**src/rtl/spart_rx_if.sv**
```systemverilog
// spart_rx_if: receive-side signal bundle between the baud/bus logic and the
// SPART receiver. The perr signal only exists when SPART_RX_PARITY_EN is defined.
`timescale 1ns/1ps
interface spart_rx_if;
    logic       enb;
    logic       rxd;
    logic       rd_clr;
    logic [7:0] rx_data;
    logic       rda;
    logic       ferr;
    logic       ovr;
`ifdef SPART_RX_PARITY_EN
    logic       perr;
`endif

    // Bus/baud side: drives the tick, the line and the read strobe.
    modport master (
        output enb, rxd, rd_clr,
        input  rx_data, rda, ferr, ovr
`ifdef SPART_RX_PARITY_EN
        , input perr
`endif
    );

    // Receiver side.
    modport slave (
        input  enb, rxd, rd_clr,
        output rx_data, rda, ferr, ovr
`ifdef SPART_RX_PARITY_EN
        , output perr
`endif
    );
endinterface

```
**src/rtl/spart_rx.sv**
```systemverilog
// spart_rx: RS232 receiver with 16x oversampling. Detects the start bit on a
// synchronized line, re-checks it at mid bit, then samples every 16 ticks.
// Frame is 8N1 by default; defining SPART_RX_PARITY_EN adds one even-parity
// bit between data and stop and the perr flag.
`timescale 1ns/1ps
module spart_rx (
    input logic       clk,
    input logic       rst,
    spart_rx_if.slave bus
);
    localparam logic [2:0] IDLE   = 3'd0;
    localparam logic [2:0] START  = 3'd1;
    localparam logic [2:0] DATA   = 3'd2;
    localparam logic [2:0] PARITY = 3'd3;
    localparam logic [2:0] STOP   = 3'd4;

    logic       rx_meta;
    logic       rxs;
    logic [2:0] state;
    logic [3:0] tick_cnt;
    logic [2:0] bit_cnt;
    logic [7:0] shreg;
    logic       frame_done;
    logic [7:0] rx_data;
    logic       rda;
    logic       ferr;
    logic       ovr;
`ifdef SPART_RX_PARITY_EN
    logic       par_bit;
    logic       perr;
`endif

    // Two-flop synchronizer; resets to the idle (high) line level.
    always_ff @(posedge clk or posedge rst) begin
        if (rst) begin
            rx_meta <= 1'b1;
            rxs     <= 1'b1;
        end else begin
            rx_meta <= bus.rxd;
            rxs     <= rx_meta;
        end
    end

    // Stop bit is sampled on the 16th tick of STOP; outputs load on that same edge.
    assign frame_done = bus.enb && (state == STOP) && (tick_cnt == 4'd15);

    // Frame state machine; everything advances only on the oversampling tick.
    always_ff @(posedge clk or posedge rst) begin
        if (rst) begin
            state    <= IDLE;
            tick_cnt <= 4'd0;
            bit_cnt  <= 3'd0;
            shreg    <= 8'h00;
`ifdef SPART_RX_PARITY_EN
            par_bit  <= 1'b0;
`endif
        end else if (bus.enb) begin
            case (state)
                IDLE: begin
                    if (!rxs) begin
                        tick_cnt <= 4'd0;
                        state    <= START;
                    end
                end
                START: begin
                    // Eighth tick lands mid start bit; a high here was a glitch.
                    if (tick_cnt == 4'd7) begin
                        tick_cnt <= 4'd0;
                        bit_cnt  <= 3'd0;
                        state    <= rxs ? IDLE : DATA;
                    end else begin
                        tick_cnt <= tick_cnt + 4'd1;
                    end
                end
                DATA: begin
                    // Counter wraps 15->0 naturally, so each bit is exactly 16 ticks.
                    tick_cnt <= tick_cnt + 4'd1;
                    if (tick_cnt == 4'd15) begin
                        shreg   <= {rxs, shreg[7:1]};
                        bit_cnt <= bit_cnt + 3'd1;
                        if (bit_cnt == 3'd7) begin
`ifdef SPART_RX_PARITY_EN
                            state <= PARITY;
`else
                            state <= STOP;
`endif
                        end
                    end
                end
`ifdef SPART_RX_PARITY_EN
                PARITY: begin
                    tick_cnt <= tick_cnt + 4'd1;
                    if (tick_cnt == 4'd15) begin
                        par_bit <= rxs;
                        state   <= STOP;
                    end
                end
`endif
                STOP: begin
                    tick_cnt <= tick_cnt + 4'd1;
                    if (tick_cnt == 4'd15) begin
                        state <= IDLE;
                    end
                end
                default: begin
                    state    <= IDLE;
                    tick_cnt <= 4'd0;
                end
            endcase
        end
    end

    // Receive buffer and status flags; a completing byte beats a coincident read.
    always_ff @(posedge clk or posedge rst) begin
        if (rst) begin
            rx_data <= 8'h00;
            rda     <= 1'b0;
            ferr    <= 1'b0;
            ovr     <= 1'b0;
`ifdef SPART_RX_PARITY_EN
            perr    <= 1'b0;
`endif
        end else if (frame_done) begin
            rx_data <= shreg;
            rda     <= 1'b1;
            ferr    <= ~rxs;
            // Overrun only when the old byte was unread and not being read now.
            if (rda && !bus.rd_clr) begin
                ovr <= 1'b1;
            end
`ifdef SPART_RX_PARITY_EN
            perr    <= (^shreg) ^ par_bit;
`endif
        end else if (bus.rd_clr) begin
            rda <= 1'b0;
            ovr <= 1'b0;
        end
    end

    assign bus.rx_data = rx_data;
    assign bus.rda     = rda;
    assign bus.ferr    = ferr;
    assign bus.ovr     = ovr;
`ifdef SPART_RX_PARITY_EN
    assign bus.perr    = perr;
`endif

endmodule

```
**src/flat_wrapper.sv**
```systemverilog
// flat-port wrapper written by rule: the top's interface ports become plain ports
module spart_rx_flat 
  (clk, rst, bus_enb, bus_rxd, bus_rd_clr, bus_rx_data, bus_rda, bus_ferr, bus_ovr);
  spart_rx_if bus_i ();
  input logic clk;
  input logic rst;
  input wire logic [$bits(bus_i.enb)-1:0] bus_enb;
  input wire logic [$bits(bus_i.rxd)-1:0] bus_rxd;
  input wire logic [$bits(bus_i.rd_clr)-1:0] bus_rd_clr;
  output wire logic [$bits(bus_i.rx_data)-1:0] bus_rx_data;
  output wire logic [$bits(bus_i.rda)-1:0] bus_rda;
  output wire logic [$bits(bus_i.ferr)-1:0] bus_ferr;
  output wire logic [$bits(bus_i.ovr)-1:0] bus_ovr;
  assign bus_i.enb = bus_enb;
  assign bus_i.rxd = bus_rxd;
  assign bus_i.rd_clr = bus_rd_clr;
  assign bus_rx_data = bus_i.rx_data;
  assign bus_rda = bus_i.rda;
  assign bus_ferr = bus_i.ferr;
  assign bus_ovr = bus_i.ovr;
  spart_rx u_core (.clk(clk), .rst(rst), .bus(bus_i));
endmodule
```
**config.mk**
```make
export PLATFORM = sky130hd
export DESIGN_NAME = spart_rx_flat
export DESIGN_NICKNAME = d
export VERILOG_FILES = /design/src/rtl/spart_rx_if.sv /design/src/rtl/spart_rx.sv /design/src/flat_wrapper.sv
export SDC_FILE = /design/constraint.sdc
export NUM_CORES = 1
export LEC_CHECK = 0
export CORE_MARGIN = 2
export CORE_UTILIZATION = 54
export DETAILED_ROUTE_END_ITERATION = 12
export GPL_TIMING_DRIVEN = 0
export MAX_ROUTING_LAYER = met4
export PLACE_DENSITY = 0.86
export SLEW_MARGIN = 30
export SYNTH_ARGS = -nofsm -noshare
export SYNTH_HDL_FRONTEND = slang
export SYNTH_SLANG_ARGS = --single-unit
```
**constraint.sdc**
```tcl
create_clock -name clk -period 1.75 [get_ports clk]
set_input_delay 0.4375 -clock clk [delete_from_list [all_inputs] [get_ports clk]]
set_output_delay 0.4375 -clock clk [all_outputs]
set_load 0.02 [all_outputs]
```
; Yosys cells after proc, flatten, opt, wreduce, memory -nomap -nowiden
; Index checks and enable logic that the tools add are counted.
[word_totals]
ff_bits = 31
latch_bits = 0
mem_bits_rw = 0
mem_bits_ro = 0
in_bits = 5
output_inout_bits = 11
elab_cells = 55
n_memories = 0
[op_classes]
add_sub_neg = 2
multipliers = 0
div_mod_pow = 0
order_cmp = 0
eq_ne = 12
shift = 0
n_mux = 17
n_bitwise = 1
reduce_logical = 13
[ops]
columns = op, count
row1 = $mux 3, 7
row2 = $pmux 3 s4, 1
row3 = $pmux 4 s3, 1
row4 = $mux 4, 2
row5 = $eq 3x3->1 const B, 2
row6 = $ne 2x1->1 const B, 3
row7 = $ne 2x2->1 const B, 3
row8 = $pmux 3 s2, 1
row9 = $reduce_and 6->1, 1
row10 = $add 4x1->4 const B, 1
row11 = $eq 4x3->1 const B, 1
row12 = $eq 4x4->1 const B, 1
row13 = $mux 1, 4
row14 = $reduce_and 2->1, 2
row15 = $reduce_and 4->1, 1
row16 = $reduce_bool 2->1, 2
row17 = $add 3x1->3 const B, 1
row18 = $eq 3x1->1 const B, 1
row19 = $eq 3x2->1 const B, 1
row20 = $logic_and 1x1->1, 3
row21 = $logic_not 3->1, 1
row22 = $reduce_and 3->1, 1
row23 = $mux 2, 1
row24 = $reduce_or 2->1, 1
row25 = 2 further kinds, 2

; Depth between registers and ports, before layout
[depth]
ltp_word = 5
ltp_mapped = 6
depth_no_buf = 5

; Worst setup path before layout
; OpenSTA, ideal clock, no wires.
[synth_timing]
kind = register to register
start = register u_core.tick_cnt[0]
end = register u_core.rx_data[0] (netlist: u_core.bus.rx_data[0])
setup_ns = 0.125
arrival_ns = 1.457
required_ns = 1.625
slack_ns = 0.168
path_stages_with_launch = 6
path_buffers = 1
synth_period_minus_slack_ns = 1.582
cell_sequence = dfrtp_1 -> ha_1 -> and3_1 -> nand4_1 -> buf_2 -> mux2_2
[synth_via]
elab_chain_cells = 2
[synth_lines]
columns = element, line
row1 = "start, declared", spart_rx.sv:20  ; logic [3:0] tick_cnt;
row2 = "start signal, assigned", spart_rx.sv:72  ; tick_cnt <= tick_cnt + 4'd1;
row3 = "start signal, assigned", spart_rx.sv:77  ; tick_cnt <= tick_cnt + 4'd1;
row4 = "start signal, assigned", spart_rx.sv:100  ; tick_cnt <= tick_cnt + 4'd1;
row5 = $eq 4x4->1, spart_rx.sv:45  ; assign frame_done = bus.enb && (state == STOP) && (tick_cnt == 4'd15);
row6 = $logic_and 1x1->1, spart_rx.sv:45
row7 = "end signal, assigned", spart_rx.sv:124  ; rx_data <= shreg;
row8 = "end, declared", spart_rx.sv:24  ; logic [7:0] rx_data;
; Every way passes these cells.
; A chain may end at the register's enable or synchronous reset.

; Worst setup path in the final report
[layout_timing]
start = register u_core.tick_cnt[0]
end = register u_core.rx_data[4] (netlist: u_core.bus.rx_data[4])
; Same word-level chain as after synthesis.

==> impl_metrics.tcl <==
set metrics [dict create \
    status "complete, no violations" \
    grt_pass1_wl_um 4220 \
    design.core.area_mm2 0.00248 \
    io_pins 16 \
    portBuffers 15 \
    firstDrtPassIters 4 \
    use_met1_pct 23.0 \
    setup_slack_ns 0.0596 \
    globalRouteMet3Util_pct 6.45 \
    wl_um 2560 \
    tightest_slew_ns 0.625 \
    p_leak_uw 0.00101 \
    maxSlewHeadroom_pct 58.2 \
    grt_antenna_before_repair 0 \
    syn_inst 119 \
    dieArea_mm2 0.00302 \
    clkTransAtPathRegs_ns 0.09 \
    fin_worst_skew_ns 0.00618 \
    drtIter0Drc 21 \
    fmax_mhz 592 \
    routed-via-count 979 \
    period_minus_slack_ns 1.69 \
    path_class "reg2reg" \
    synth_area_leaders "dfrtp_1 (52%), mux2_2 (13%), dfstp_2 (3.7%)" \
    clockBufferDepth 2 \
    post-route-util_pct 69.0 \
    hpwl_um 1800 \
    dpl_worst_slack_ns -0.285 \
    top_usage_layer "met2" \
    wl_per_cell_um 14.5 \
    synth_top_area_share_pct 51.7 \
    final_cell_mix "dfrtp_1 (28), mux2_2 (16), dlymetal6s2s_1 (10)" \
    yosysUniqueCellTypes 30 \
    final_nets 153 \
    final_cell_area_mm2 0.00171 \
    ys_warn_count 0 \
    grt_max_degree 32 \
    viasPerCell 5.56 \
    cts_root_buffer "clkbuf_4" \
    cts_inserted_buffers 5 \
    cts_tree "yes" \
    holdPathStages 0 \
    ant_nets 0 \
    htree_levels 2 \
    max-cap-violations 0 \
    drive_above_1_share_pct 26.7 \
    rsz0062_at_grt "yes" \
    cp.required_ns 1.96 \
    regArea_um2 779 \
    syn_area_per_cell_um2 11.8 \
    peakVddDrop_v 0.000807 \
    place_area_mm2 0.00159 \
    hold_path.class "reg2reg" \
    final_common_cell "dfrtp_1" \
    setup_viol 0 \
    synth_seq_area_share_pct 55.5 \
    fill_cells 181 \
    path_depth 5 \
    final-hold-violation-count 0 \
    drc 0 \
    fp.dieH_um 55.0 \
    num_antenna_cells 0 \
    ys_ff_latch 31 \
    timing.final.crit_share_pct 96.6 \
    postCtsHoldBufs 0 \
    slowest_delay_ns 0.42 \
    netlist_area_mm2 0.00140 \
    crit_family "flip-flops" \
    synthDominantAreaCellType "dfrtp_1" \
    critPathLaunchType "flop" \
    grt_usage_pct 21.0 \
    r2r_cells 5 \
    drv_slew 0 \
    grtUsageMet2_pct 35.5 \
    die_w_um 55.0 \
    grt_pass1_vias 973 \
    start_util_pct 56.6 \
    critPathCaptureType "flop" \
    fin_cells 176 \
    dp_cells 164 \
    syn_nets 127 \
    clk_latency_ns 0.32 \
    multiInputGateArea_um2 554 \
    worstPathMaxFanout 10 \
    clock-sinks 31 \
    crit_chain "ha_1 -> and3_1 -> nand4_1 -> buf_6 -> mux2_2" \
    path_buf_inv 1 \
    p_per_area_mw_per_mm2 1100 \
    gp_congestion 0.753 \
    crit_slowest_cell "dfrtp_1" \
    area_growth_syn_to_layout_pct 21.9 \
    tns_ns 0 \
    critPathArrivalTime_ns 1.90 \
    row_count 18 \
    overflow 0 \
]
## per-layer routing
metal	up-vias	routed length, µm
met5	-	0
met4	0	40
met3	6	91
met2	21	1310
met1	486	1110
li1	466	-
## worst reg2reg max path: stages (launching register included)
cell     delay, ns
dfrtp_1       0.42
ha_1          0.24
and3_1        0.21
nand4_1       0.20
buf_6         0.18
mux2_2        0.34
## synth_stat cells, drive strengths merged
| cell type | number |
|---|---|
| dfrtp | 29 |
| a21oi | 3 |
| and3 | 2 |
| o21bai | 1 |
| a221o | 1 |
| a21o | 1 |
| nand2b | 2 |
| mux2 | 16 |
| nand2 | 9 |
| and2 | 1 |
| dfstp | 2 |
| a2111oi | 1 |
| inv | 10 |
| nand3b | 1 |
| nor3b | 1 |
| nor4 | 1 |
| o22ai | 2 |
| nand3 | 6 |
| a31oi | 1 |
| nor2 | 7 |
| or3b | 1 |
| mux2i | 2 |
| xnor2 | 2 |
| nand4 | 2 |
| o211a | 1 |
| buf | 6 |
| ha | 3 |
| o21ai | 5 |
## sequential cells by signal, summed over array words and instances, names as in the netlist, 3 cells and up
register            count
u_core.bus.rx_data      8
u_core.shreg            8
u_core.tick_cnt         4
u_core.bit_cnt          3
u_core.state            3
## what timing repair did
item | CTS | global route
gates resized for setup | 3 | 13
endpoints found under the setup margin | 8 | 27
pin swaps | 0 | 1
buffers inserted | 0 | 5
## stage by stage
stage | hold slack, ns | power [µW]
2_1_floorplan | 0.345 | 1330
3_5_place_dp | 0.347 | 1460
4_1_cts | 0.357 | 1860
3_3_place_gp | 0.347 | 1400
5_1_grt | 0.362 | 2030
6_report | 0.351 | 1880
## power by group
group / switching, µW / internal, µW
Combinational: 273 / 255
Clock: 228 / 156
Sequential: 119 / 849
Total: 619 / 1260
## layout make-up
| type | instances | share of cell area (%) |
|---|---|---|
| Clock buffer | 7 | 2.63 |
| Multi-Input combinational cell | 72 | 32.4 |
| Tap cell | 30 | 2.19 |
| Inverter | 10 | 2.19 |
| Clock inverter | 1 | 0.293 |
| Sequential cell | 31 | 45.6 |
| Timing Repair Buffer | 20 | 12.4 |
| Buffer | 5 | 2.34 |
## worst paths after layout
path	startpoint	slack (ns)	end
setup / recovery	u_core.tick_cnt[0]	0.06	u_core.bus.rx_data[4]
hold / removal	u_core.rx_meta	0.35	u_core.rxs
setup reg to reg	u_core.tick_cnt[0]	0.06	u_core.bus.rx_data[4]
hold reg to reg	u_core.rx_meta	0.35	u_core.rxs
max in group asynchronous	rst	0.80	u_core.tick_cnt[3]
min in group asynchronous	rst	0.51	u_core.bus.rx_data[1]
## cells by family after synthesis
logic type	synth area share [%]
and+or+nand+nor	12.2
DFF	55.5
buffers and inverters	5.44
muxes	14.3
adders and majority gates	2.68
AOI/OAI and AO/OA	8.65
xor gates and xnor gates	1.25
Note: power is estimated with default switching activity, not from simulation.
